### config.mk
export PLATFORM = sky130hd
export DESIGN_NAME = divider
export DESIGN_NICKNAME = d
export VERILOG_FILES = /design/src/rtl/divider_pkg.sv /design/src/rtl/divider_hex_driver.sv /design/src/rtl/divider.sv
export SDC_FILE = /design/constraint.sdc
export NUM_CORES = 1
export LEC_CHECK = 0
export CORE_AREA = 5 5 110 112
export CTS_CLUSTER_DIAMETER = 50
export DETAILED_ROUTE_END_ITERATION = 8
export DIE_AREA = 0 0 115 117
export GPL_TIMING_DRIVEN = 0
export PLACE_DENSITY = 0.73
export SLEW_MARGIN = 20
export SYNTH_ARGS = -nofsm -noshare
export SYNTH_HDL_FRONTEND = slang
export SYNTH_HIERARCHICAL = 1
export SYNTH_SLANG_ARGS = --single-unit
export TNS_END_PERCENT = 10
### constraint.sdc
create_clock -name Clk -period 2.58 [get_ports Clk]
set_input_delay 0.516 -clock Clk [delete_from_list [all_inputs] [get_ports Clk]]
set_output_delay 0.516 -clock Clk [all_outputs]
set_load 0.02 [all_outputs]
### src/rtl/divider_pkg.sv
// Shared types and constants for the signed 8-bit sequential divider.
// Latency: n/a (declarations only).
// Backpressure: n/a.
package divider_pkg;

    localparam int DATA_W    = 8;
    localparam int DIV_STEPS = 8;
    localparam int STEP_W    = $clog2(DIV_STEPS);

    typedef enum logic [2:0] {
        IDLE,
        LOAD,
        DIV,
        FIX,
        DONE
    } state_t;

    // Unsigned magnitude of a two's complement value; -128 maps to 128.
    function automatic logic [DATA_W-1:0] mag(input logic [DATA_W-1:0] v);
        return v[DATA_W-1] ? (~v + 1'b1) : v;
    endfunction

endpackage

### src/rtl/divider_hex_driver.sv
// Multiplexed 4-digit hex display: scan prescaler, digit select, segment decode.
// Latency: segments follow qval_i/rval_i combinationally; the digit advances every 2**REFRESH_BITS cycles.
// Backpressure: none; the scan free-runs and never stalls the divider.
module hex_driver #(
    parameter int REFRESH_BITS = 16
) (
    input  logic       Clk,
    input  logic       Reset_n,
    input  logic [7:0] qval_i,
    input  logic [7:0] rval_i,
    output logic [3:0] hex_grid_o,
    output logic [7:0] hex_seg_o
);

    logic [REFRESH_BITS-1:0] pre_q;
    logic [1:0]              digit_q;
    logic [3:0]              nibble;

    // Prescaler wraps naturally; the digit steps 0..3 once per full prescaler period.
    always_ff @(posedge Clk or negedge Reset_n) begin
        if (!Reset_n) begin
            pre_q   <= '0;
            digit_q <= 2'd0;
        end else begin
            pre_q <= pre_q + 1'b1;
            if (&pre_q) begin
                digit_q <= digit_q + 2'd1;
            end
        end
    end

    // Digit 0/1 show the remainder lo/hi nibble, digit 2/3 the quotient lo/hi nibble.
    always_comb begin
        nibble = rval_i[3:0];
        case (digit_q)
            2'd0: nibble = rval_i[3:0];
            2'd1: nibble = rval_i[7:4];
            2'd2: nibble = qval_i[3:0];
            2'd3: nibble = qval_i[7:4];
            default: nibble = rval_i[3:0];
        endcase
    end

    assign hex_grid_o = ~(4'b0001 << digit_q);

    // Active-low g..a segment patterns; the decimal point stays dark.
    always_comb begin
        hex_seg_o = 8'hC0;
        case (nibble)
            4'h0: hex_seg_o = 8'hC0;
            4'h1: hex_seg_o = 8'hF9;
            4'h2: hex_seg_o = 8'hA4;
            4'h3: hex_seg_o = 8'hB0;
            4'h4: hex_seg_o = 8'h99;
            4'h5: hex_seg_o = 8'h92;
            4'h6: hex_seg_o = 8'h82;
            4'h7: hex_seg_o = 8'hF8;
            4'h8: hex_seg_o = 8'h80;
            4'h9: hex_seg_o = 8'h90;
            4'hA: hex_seg_o = 8'h88;
            4'hB: hex_seg_o = 8'h83;
            4'hC: hex_seg_o = 8'hC6;
            4'hD: hex_seg_o = 8'hA1;
            4'hE: hex_seg_o = 8'h86;
            4'hF: hex_seg_o = 8'h8E;
            default: hex_seg_o = 8'hC0;
        endcase
    end

endmodule

### src/rtl/divider.sv
// Signed 8-bit restoring divider with held divisor, flags and hex display.
// Latency: results 10 edges after Run is sampled in IDLE (1 edge for divide-by-zero).
// Backpressure: Run is a level request; results hold in DONE until Run drops.
module divider
    import divider_pkg::*;
#(
    parameter int REFRESH_BITS = 16
) (
    input  logic              Clk,
    input  logic              Reset_n,
    input  logic [DATA_W-1:0] SW,
    input  logic              Load_Clear,
    input  logic              Run,
    output logic [DATA_W-1:0] Qval,
    output logic [DATA_W-1:0] Rval,
    output logic [DATA_W-1:0] Dval,
    output logic              Done,
    output logic              Div0,
    output logic              Ovf,
    output logic [3:0]        hex_grid,
    output logic [7:0]        hex_seg
);

    state_t            state_q, state_d;
    logic [STEP_W-1:0] step_q, step_d;
    logic [DATA_W-1:0] dvd_q, dvd_d;     // raw captured dividend
    logic [DATA_W-1:0] sh_q, sh_d;       // dividend magnitude, shifted out MSB-first
    logic [DATA_W-1:0] dmag_q, dmag_d;   // divisor magnitude
    logic [DATA_W-1:0] rem_q, rem_d;     // partial remainder magnitude
    logic [DATA_W-1:0] quo_q, quo_d;     // quotient magnitude
    logic              qneg_q, qneg_d;
    logic              rneg_q, rneg_d;
    logic [DATA_W-1:0] qval_q, qval_d;
    logic [DATA_W-1:0] rval_q, rval_d;
    logic [DATA_W-1:0] dval_q, dval_d;
    logic              done_q, done_d;
    logic              div0_q, div0_d;
    logic              ovf_q, ovf_d;

    logic [DATA_W:0]   shifted;
    logic [DATA_W:0]   trial;

    assign shifted = {rem_q, sh_q[DATA_W-1]};
    assign trial   = shifted - {1'b0, dmag_q};

    // State and datapath registers.
    always_ff @(posedge Clk or negedge Reset_n) begin
        if (!Reset_n) begin
            state_q <= IDLE;
            step_q  <= '0;
            dvd_q   <= '0;
            sh_q    <= '0;
            dmag_q  <= '0;
            rem_q   <= '0;
            quo_q   <= '0;
            qneg_q  <= 1'b0;
            rneg_q  <= 1'b0;
            qval_q  <= '0;
            rval_q  <= '0;
            dval_q  <= '0;
            done_q  <= 1'b0;
            div0_q  <= 1'b0;
            ovf_q   <= 1'b0;
        end else begin
            state_q <= state_d;
            step_q  <= step_d;
            dvd_q   <= dvd_d;
            sh_q    <= sh_d;
            dmag_q  <= dmag_d;
            rem_q   <= rem_d;
            quo_q   <= quo_d;
            qneg_q  <= qneg_d;
            rneg_q  <= rneg_d;
            qval_q  <= qval_d;
            rval_q  <= rval_d;
            dval_q  <= dval_d;
            done_q  <= done_d;
            div0_q  <= div0_d;
            ovf_q   <= ovf_d;
        end
    end

    // Next-state and datapath control; Load_Clear overrides everything.
    always_comb begin
        state_d = state_q;
        step_d  = step_q;
        dvd_d   = dvd_q;
        sh_d    = sh_q;
        dmag_d  = dmag_q;
        rem_d   = rem_q;
        quo_d   = quo_q;
        qneg_d  = qneg_q;
        rneg_d  = rneg_q;
        qval_d  = qval_q;
        rval_d  = rval_q;
        dval_d  = dval_q;
        done_d  = done_q;
        div0_d  = div0_q;
        ovf_d   = ovf_q;

        case (state_q)
            IDLE: begin
                if (Run) begin
                    dvd_d   = SW;
                    state_d = LOAD;
                end
            end
            LOAD: begin
                sh_d   = mag(dvd_q);
                dmag_d = mag(dval_q);
                qneg_d = dvd_q[DATA_W-1] ^ dval_q[DATA_W-1];
                rneg_d = dvd_q[DATA_W-1];
                rem_d  = '0;
                quo_d  = '0;
                step_d = '0;
                if (dval_q == '0) begin
                    qval_d  = '1;
                    rval_d  = dvd_q;
                    div0_d  = 1'b1;
                    ovf_d   = 1'b0;
                    done_d  = 1'b1;
                    state_d = DONE;
                end else begin
                    state_d = DIV;
                end
            end
            DIV: begin
                sh_d = {sh_q[DATA_W-2:0], 1'b0};
                if (!trial[DATA_W]) begin
                    rem_d = trial[DATA_W-1:0];
                    quo_d = {quo_q[DATA_W-2:0], 1'b1};
                end else begin
                    rem_d = shifted[DATA_W-1:0];
                    quo_d = {quo_q[DATA_W-2:0], 1'b0};
                end
                if (step_q == STEP_W'(DIV_STEPS - 1)) begin
                    step_d  = '0;
                    state_d = FIX;
                end else begin
                    step_d = step_q + 1'b1;
                end
            end
            FIX: begin
                qval_d  = qneg_q ? (~quo_q + 1'b1) : quo_q;
                rval_d  = rneg_q ? (~rem_q + 1'b1) : rem_q;
                ovf_d   = (dvd_q == 8'h80) && (dval_q == 8'hFF);
                div0_d  = 1'b0;
                done_d  = 1'b1;
                state_d = DONE;
            end
            DONE: begin
                if (!Run) begin
                    done_d  = 1'b0;
                    state_d = IDLE;
                end
            end
            default: state_d = IDLE;
        endcase

        if (Load_Clear) begin
            state_d = IDLE;
            step_d  = '0;
            dval_d  = SW;
            qval_d  = '0;
            rval_d  = '0;
            done_d  = 1'b0;
            div0_d  = 1'b0;
            ovf_d   = 1'b0;
        end
    end

    assign Qval = qval_q;
    assign Rval = rval_q;
    assign Dval = dval_q;
    assign Done = done_q;
    assign Div0 = div0_q;
    assign Ovf  = ovf_q;

    hex_driver #(
        .REFRESH_BITS(REFRESH_BITS)
    ) u_hex (
        .Clk       (Clk),
        .Reset_n   (Reset_n),
        .qval_i    (qval_q),
        .rval_i    (rval_q),
        .hex_grid_o(hex_grid),
        .hex_seg_o (hex_seg)
    );

endmodule
# Word level (Yosys, flattened, before mapping)
# Memory sizes are Yosys's and may differ from the RTL's.
# Cells that the tools add are included.
# W data, S select, Z words.
# word_totals
register_bits	93
rom_bits	112
input_bits	12
out_inout_bits	39
word_cells	94
n_memories	1
# op_classes
addsub	8
eq_ne	14
shift	1
muxes	34
bitwise	6
n_reduce_logical	13
# memory_table
memory	depth	word_bits	read_ports	rd_clocked_by_memory_dff	wr	line	source
(name not given)	16	7	1	0	0	divider_hex_driver.sv:49	case (nibble)
# op_table
operator	n
$pmux W8 S2	5
$mux W8	9
$add A8 B1 Y8 const B	4
$not A8 Y8	4
$mux W3	7
$add A16 B1 Y16 const B	1
$eq A8 B8 Y1 const B	2
$pmux W4 S4	1
$reduce_and A16 Y1	1
$pmux W3 S5	1
$ne A3 B3 Y1 const B	4
$sub A9 B8 Y9	1
$logic_not A8 Y1	1
$mux W1	7
$eq A3 B2 Y1 const B	2
$eq A3 B3 Y1 const B	2
$pmux W3 S2	1
$reduce_and A3 Y1	2
$reduce_bool A3 Y1	2
$eq A2 B2 Y1 const B	2
$not A4 Y4	1
$pmux W1 S2	2
$reduce_and A2 Y1	2
$reduce_bool A4 Y1	1
other kinds (11)	11

# Logic depth before layout (Yosys ltp)
# logic_depth
depth_word	5
depth_mapped	10
ltp_nobuf	9

# Hierarchy
# Netlist, hierarchy kept.
# by_module_without_submodules
mod	instances	cells_per_inst	area_each_um2	seq_area_each_um2
divider	1	440	4172.8	1876.8
hex_driver	1	119	1184.9	450.4

# Least setup slack after synthesis
# OpenSTA, ideal clock, no wires.
# synth_path
path_type	register -> output
startpoint	register u_hex.digit_q[0]
endpoint	output port hex_seg[4]
arrival_ps	2297
required_time_ps	2064
slack_ps	-233
path_stages_with_launch	9
n_path_buf	1
cell_sequence	dfrtp_1 inv_1 ha_1 clkbuf_1 mux2i_1 inv_1 ha_1 or3_2 o21ai_0
# synth_between
elab_chain_cells	3
elab_cells_between_ends	6
classes_between	3 x eq/ne; 1 x mux; 1 x reduce/logical; 1 x memory
# synth_lines
element	line	source
start: declaration	divider_hex_driver.sv:16	logic [1:0] digit_q;
start signal: assignment	divider_hex_driver.sv:27	digit_q <= digit_q + 2'd1;
$eq A2 B2 Y1, or another cell as far along	divider_hex_driver.sv:35	case (digit_q)
$pmux W4 S4 *	divider_hex_driver.sv:35	
$mem_v2 Z16 W7 *	n/a	
end: declaration	divider.sv:21	output logic [7:0] hex_seg
# Mark *: on every way between the ends. The rest lies on a longest branch, timed or not.

# Worst setup path in the final report
# layout_path
startpoint	register u_hex.digit_q[1]
endpoint	output port hex_seg[4]
# The elaborated chain is that of the path after synthesis.

==> out/metrics.cfg <==
[setup_path]
cp_data_required_time_ns = 2.06
critical_path_class = register to primary output
crit_arrival_ns = 2.42
path_cells = ha_4 > a22oi_2 > nand2_2 > mux2i_4 > inv_2 > ha_1 > or3_4 > o21ai_2 > buf_6
cp_max_fo = 5
cp_slowest_cell = dfrtp_2
critical_path.max_stage_delay_ns = 0.47
cp-start-kind = register
worstSetupEndpointType = primary output

[floorplan]
io_pins = 51
die_w_um = 115
core_um2 = 11100
die-area_um2 = 13500
start_util = 0.482
rows = 39
fp.dieH_um = 117

[global_route]
grt_max_degree = 58
globalRouteMet1Util = 0.263
grt_usage = 0.197
grt_use_met3 = 0.0308
grt_overflow = 0
use_met2 = 0.333
grt_pass1_vias = 4380
busiest_layer = met2
antenna_found_initial = 0
grt_pass1_wl_um = 21400

[detailed_routing]
vias = 4432
routed_wl_um = 12800
dr.first_iter.drc_count = 270
first_pass_iters = 5
wl_per_cell_um = 16.5
ant_nets = 0
drc_errors = 0
via_per_inst = 5.70

[yosys]
syn-num-nets = 599
synthArstFlopShare = 1.00
synth_ff_type = dfrtp_1
synth_top_family_by_area = compound AO/OA/AOI/OAI gates
synth_seq_cells = 93
synth_xor_area_frac = 0.0687
synth_warnings = 6
synth_simple_gate_area_frac = 0.140
synth_compound_area_frac = 0.172
synth_area_um2 = 5360
synth_cell_types = 58
synth_fa_ha_area_frac = 0.0668
synth_cells = 559
synthMuxAreaShare = 0.0666
avgSynthCellArea_um2 = 9.58
synth_edf_count = 0
yosysSeqAreaShare = 0.434

[power_and_ir_drop]
peakVddDrop_mv = 0.385
power_mw = 5.25
clockPowerShare = 0.252
p_seq_frac = 0.365
powerDensity_nw_per_um2 = 800
power_frac_comb = 0.383
intPower_mw = 3.32
p_leak_nw = 2.89
switching_share = 0.367
p_switching_mw = 1.93

[placed_design]
gp_congestion = 0.862
dp_hpwl_um = 9290
dp_cells = 752
numPortBuffers = 49
pre_cts_ws_ns = -0.794

[clocking]
cts_buffers = 9
clock_latency_ns = 0.34
clk_pin_slew_ns = 0.07
cts_buffer_depth = 2
cts_max_level = 3
cts_tree = built
cts_num_sinks = 93
clockRootBuffer = clkbuf_16

[status]
outcome = complete, but fails checks
violations = setup timing

[timing]
rsz0062_at_grt = yes
fin_tns_setup_ns = -1.91
setup_slack_ns = -0.359
fmax_mhz = 340
period_minus_slack_ns = 2.94
slew_viol_final = 0
fin_crit_sh = 1.14
whs_ns = 0.230
skew_ns = 0.0102
worst_pin_slew_ns = 0.706
relSlewSlack = 0.529
setup_viol = 7
hold_violations = 0

[layout]
drive_gt1_frac = 0.136
area_delta_synth_final_pct = 22.6
fin_cells = 777
nets = 670
antenna_cells = 0

[flow_run]
drv_cap = 0

[hold_path]
holdCritPathClass = input port to async pin

cell families (layout without fill, tap and decap cells):
| logic type | after synthesis | in the layout |
|---|---|---|
| simple gates | 160 | 160 |
| xor+xnor | 42 | 42 |
| compound gates | 136 | 136 |
| other cells | 1 | 1 |
| buf+inv | 65 | 140 |
| mux | 34 | 34 |
| flops | 93 | 93 |
| fa+ha+maj | 28 | 28 |
flip-flops by register name, summed over array words and instances, names as in the netlist, 3 cells and up:
signal       cells
dmag_q           8
u_hex/pre_q     16
Rval             8
sh_q             8
step_q           3
Qval             8
rem_q            8
Dval             8
state_q          3
quo_q            8
dvd_q            8
path summary, 6_finish.rpt:
path | from | endpoint | slack [ns] | cells after the start
hold / removal | Reset_n | u_hex/pre_q[9] | 0.23 | 1
max in group asynchronous | Reset_n | dvd_q[3] | 1.70 | 2
setup reg to reg | sh_q[7] | rem_q[7] | 0.05 | 10
setup / recovery | u_hex/digit_q[1] | hex_seg[4] | -0.36 | 9
min in group Clk | u_hex/pre_q[0] | u_hex/pre_q[0] | 0.47 | 1
hold reg to reg | u_hex/pre_q[0] | u_hex/pre_q[0] | 0.47 | 1
placed cells by master, fill, tap and decap left out, types with 12 or more instances in the layout:
cell type | Yosys | final
o21ai_0 | 39 | 37
ha_1 | 27 | 18
buf_4 | 2 | 17
clkbuf_1 | 20 | 19
xnor2_1 | 19 | 19
dfrtp_1 | 93 | 91
xor2_1 | 23 | 23
mux2i_1 | 21 | 19
nand2_1 | 63 | 62
mux2_2 | 13 | 12
a21oi_1 | 20 | 20
a22o_1 | 21 | 21
clkdlybuf4s50_1 | 0 | 41
nor2_1 | 36 | 36
inv_1 | 36 | 32
power by group through the flow:
stage               logic, mW  clock network (mW)  registers [mW]
floorplan                1.49                   0            1.88
global placement         1.86                   0            1.93
detailed placement       1.94                   0            1.93
CTS                      1.98                1.34            1.91
global route             2.24                1.40            1.95
finish                   2.01                1.32            1.92
synthesized netlist by cell type (3+ instances only):
cell,count,share of area
dfrtp_1,93,0.43
nand2_1,63,0.044
o21ai_0,39,0.036
inv_1,36,0.025
nor2_1,36,0.025
ha_1,27,0.063
xor2_1,23,0.038
a22o_1,21,0.034
mux2i_1,21,0.039
a21oi_1,20,0.019
clkbuf_1,20,0.014
xnor2_1,19,0.031
mux2_2,13,0.027
nor3_1,9,0.0084
o22ai_1,9,0.011
nand3_1,8,0.0075
nand4_1,8,0.0093
o31ai_1,8,0.011
nand2b_1,7,0.0082
nor2b_1,6,0.0070
nor4_1,6,0.0070
a21boi_0,5,0.0070
a21o_1,5,0.0070
a31oi_1,5,0.0058
a22oi_1,4,0.0056
a222oi_1,3,0.0056
and2_1,3,0.0035
buf_2,3,0.0028
o211ai_1,3,0.0042
cell type report:
class                      instances  area, µm²
tap                              143        179
clock inverter                     6       70.1
fill                             968       4560
sequential                        93       2330
buffer                            28        141
inverter                          37        146
clock buffer                       9        225
multi-input combinational        401       2900
timing repair buffer              60        577
critical path: cells and delay by family (launching register included):
family	cells	cell delay, ns
buffers and inverters	2	0.22
adder cells (fa/ha/maj)	2	0.42
flip-flops	1	0.47
AND/OR/NAND/NOR	2	0.48
AO/OA/AOI/OAI	2	0.32
multiplexers	1	0.17
stage by stage:
stage,utilization,area (µm²)
detailed placement,0.544,6050
floorplan,-,5370
global placement,0.543,6040
CTS,0.589,6550
finish,0.590,6570
global route,0.590,6570
metal layers:
metal / share of wire / vias up / routed length, µm
li1: - / 2117 / -
met1: 0.46 / 2162 / 5870
met2: 0.48 / 131 / 6110
met3: 0.050 / 22 / 639
met4: 0.017 / 0 / 218
met5: 0 / - / 0
repair_timing:
| action | in CTS | in global routing |
|---|---|---|
| buffers inserted | 10 | 0 |
| hold buffers | 0 | 0 |
| pin swaps | 8 | 3 |
| setup endpoints to repair | 10 | 12 |
| resized for setup | 69 | 5 |
| endpoints found under the hold margin | 0 | 0 |
(Power assumes the default switching activity.)
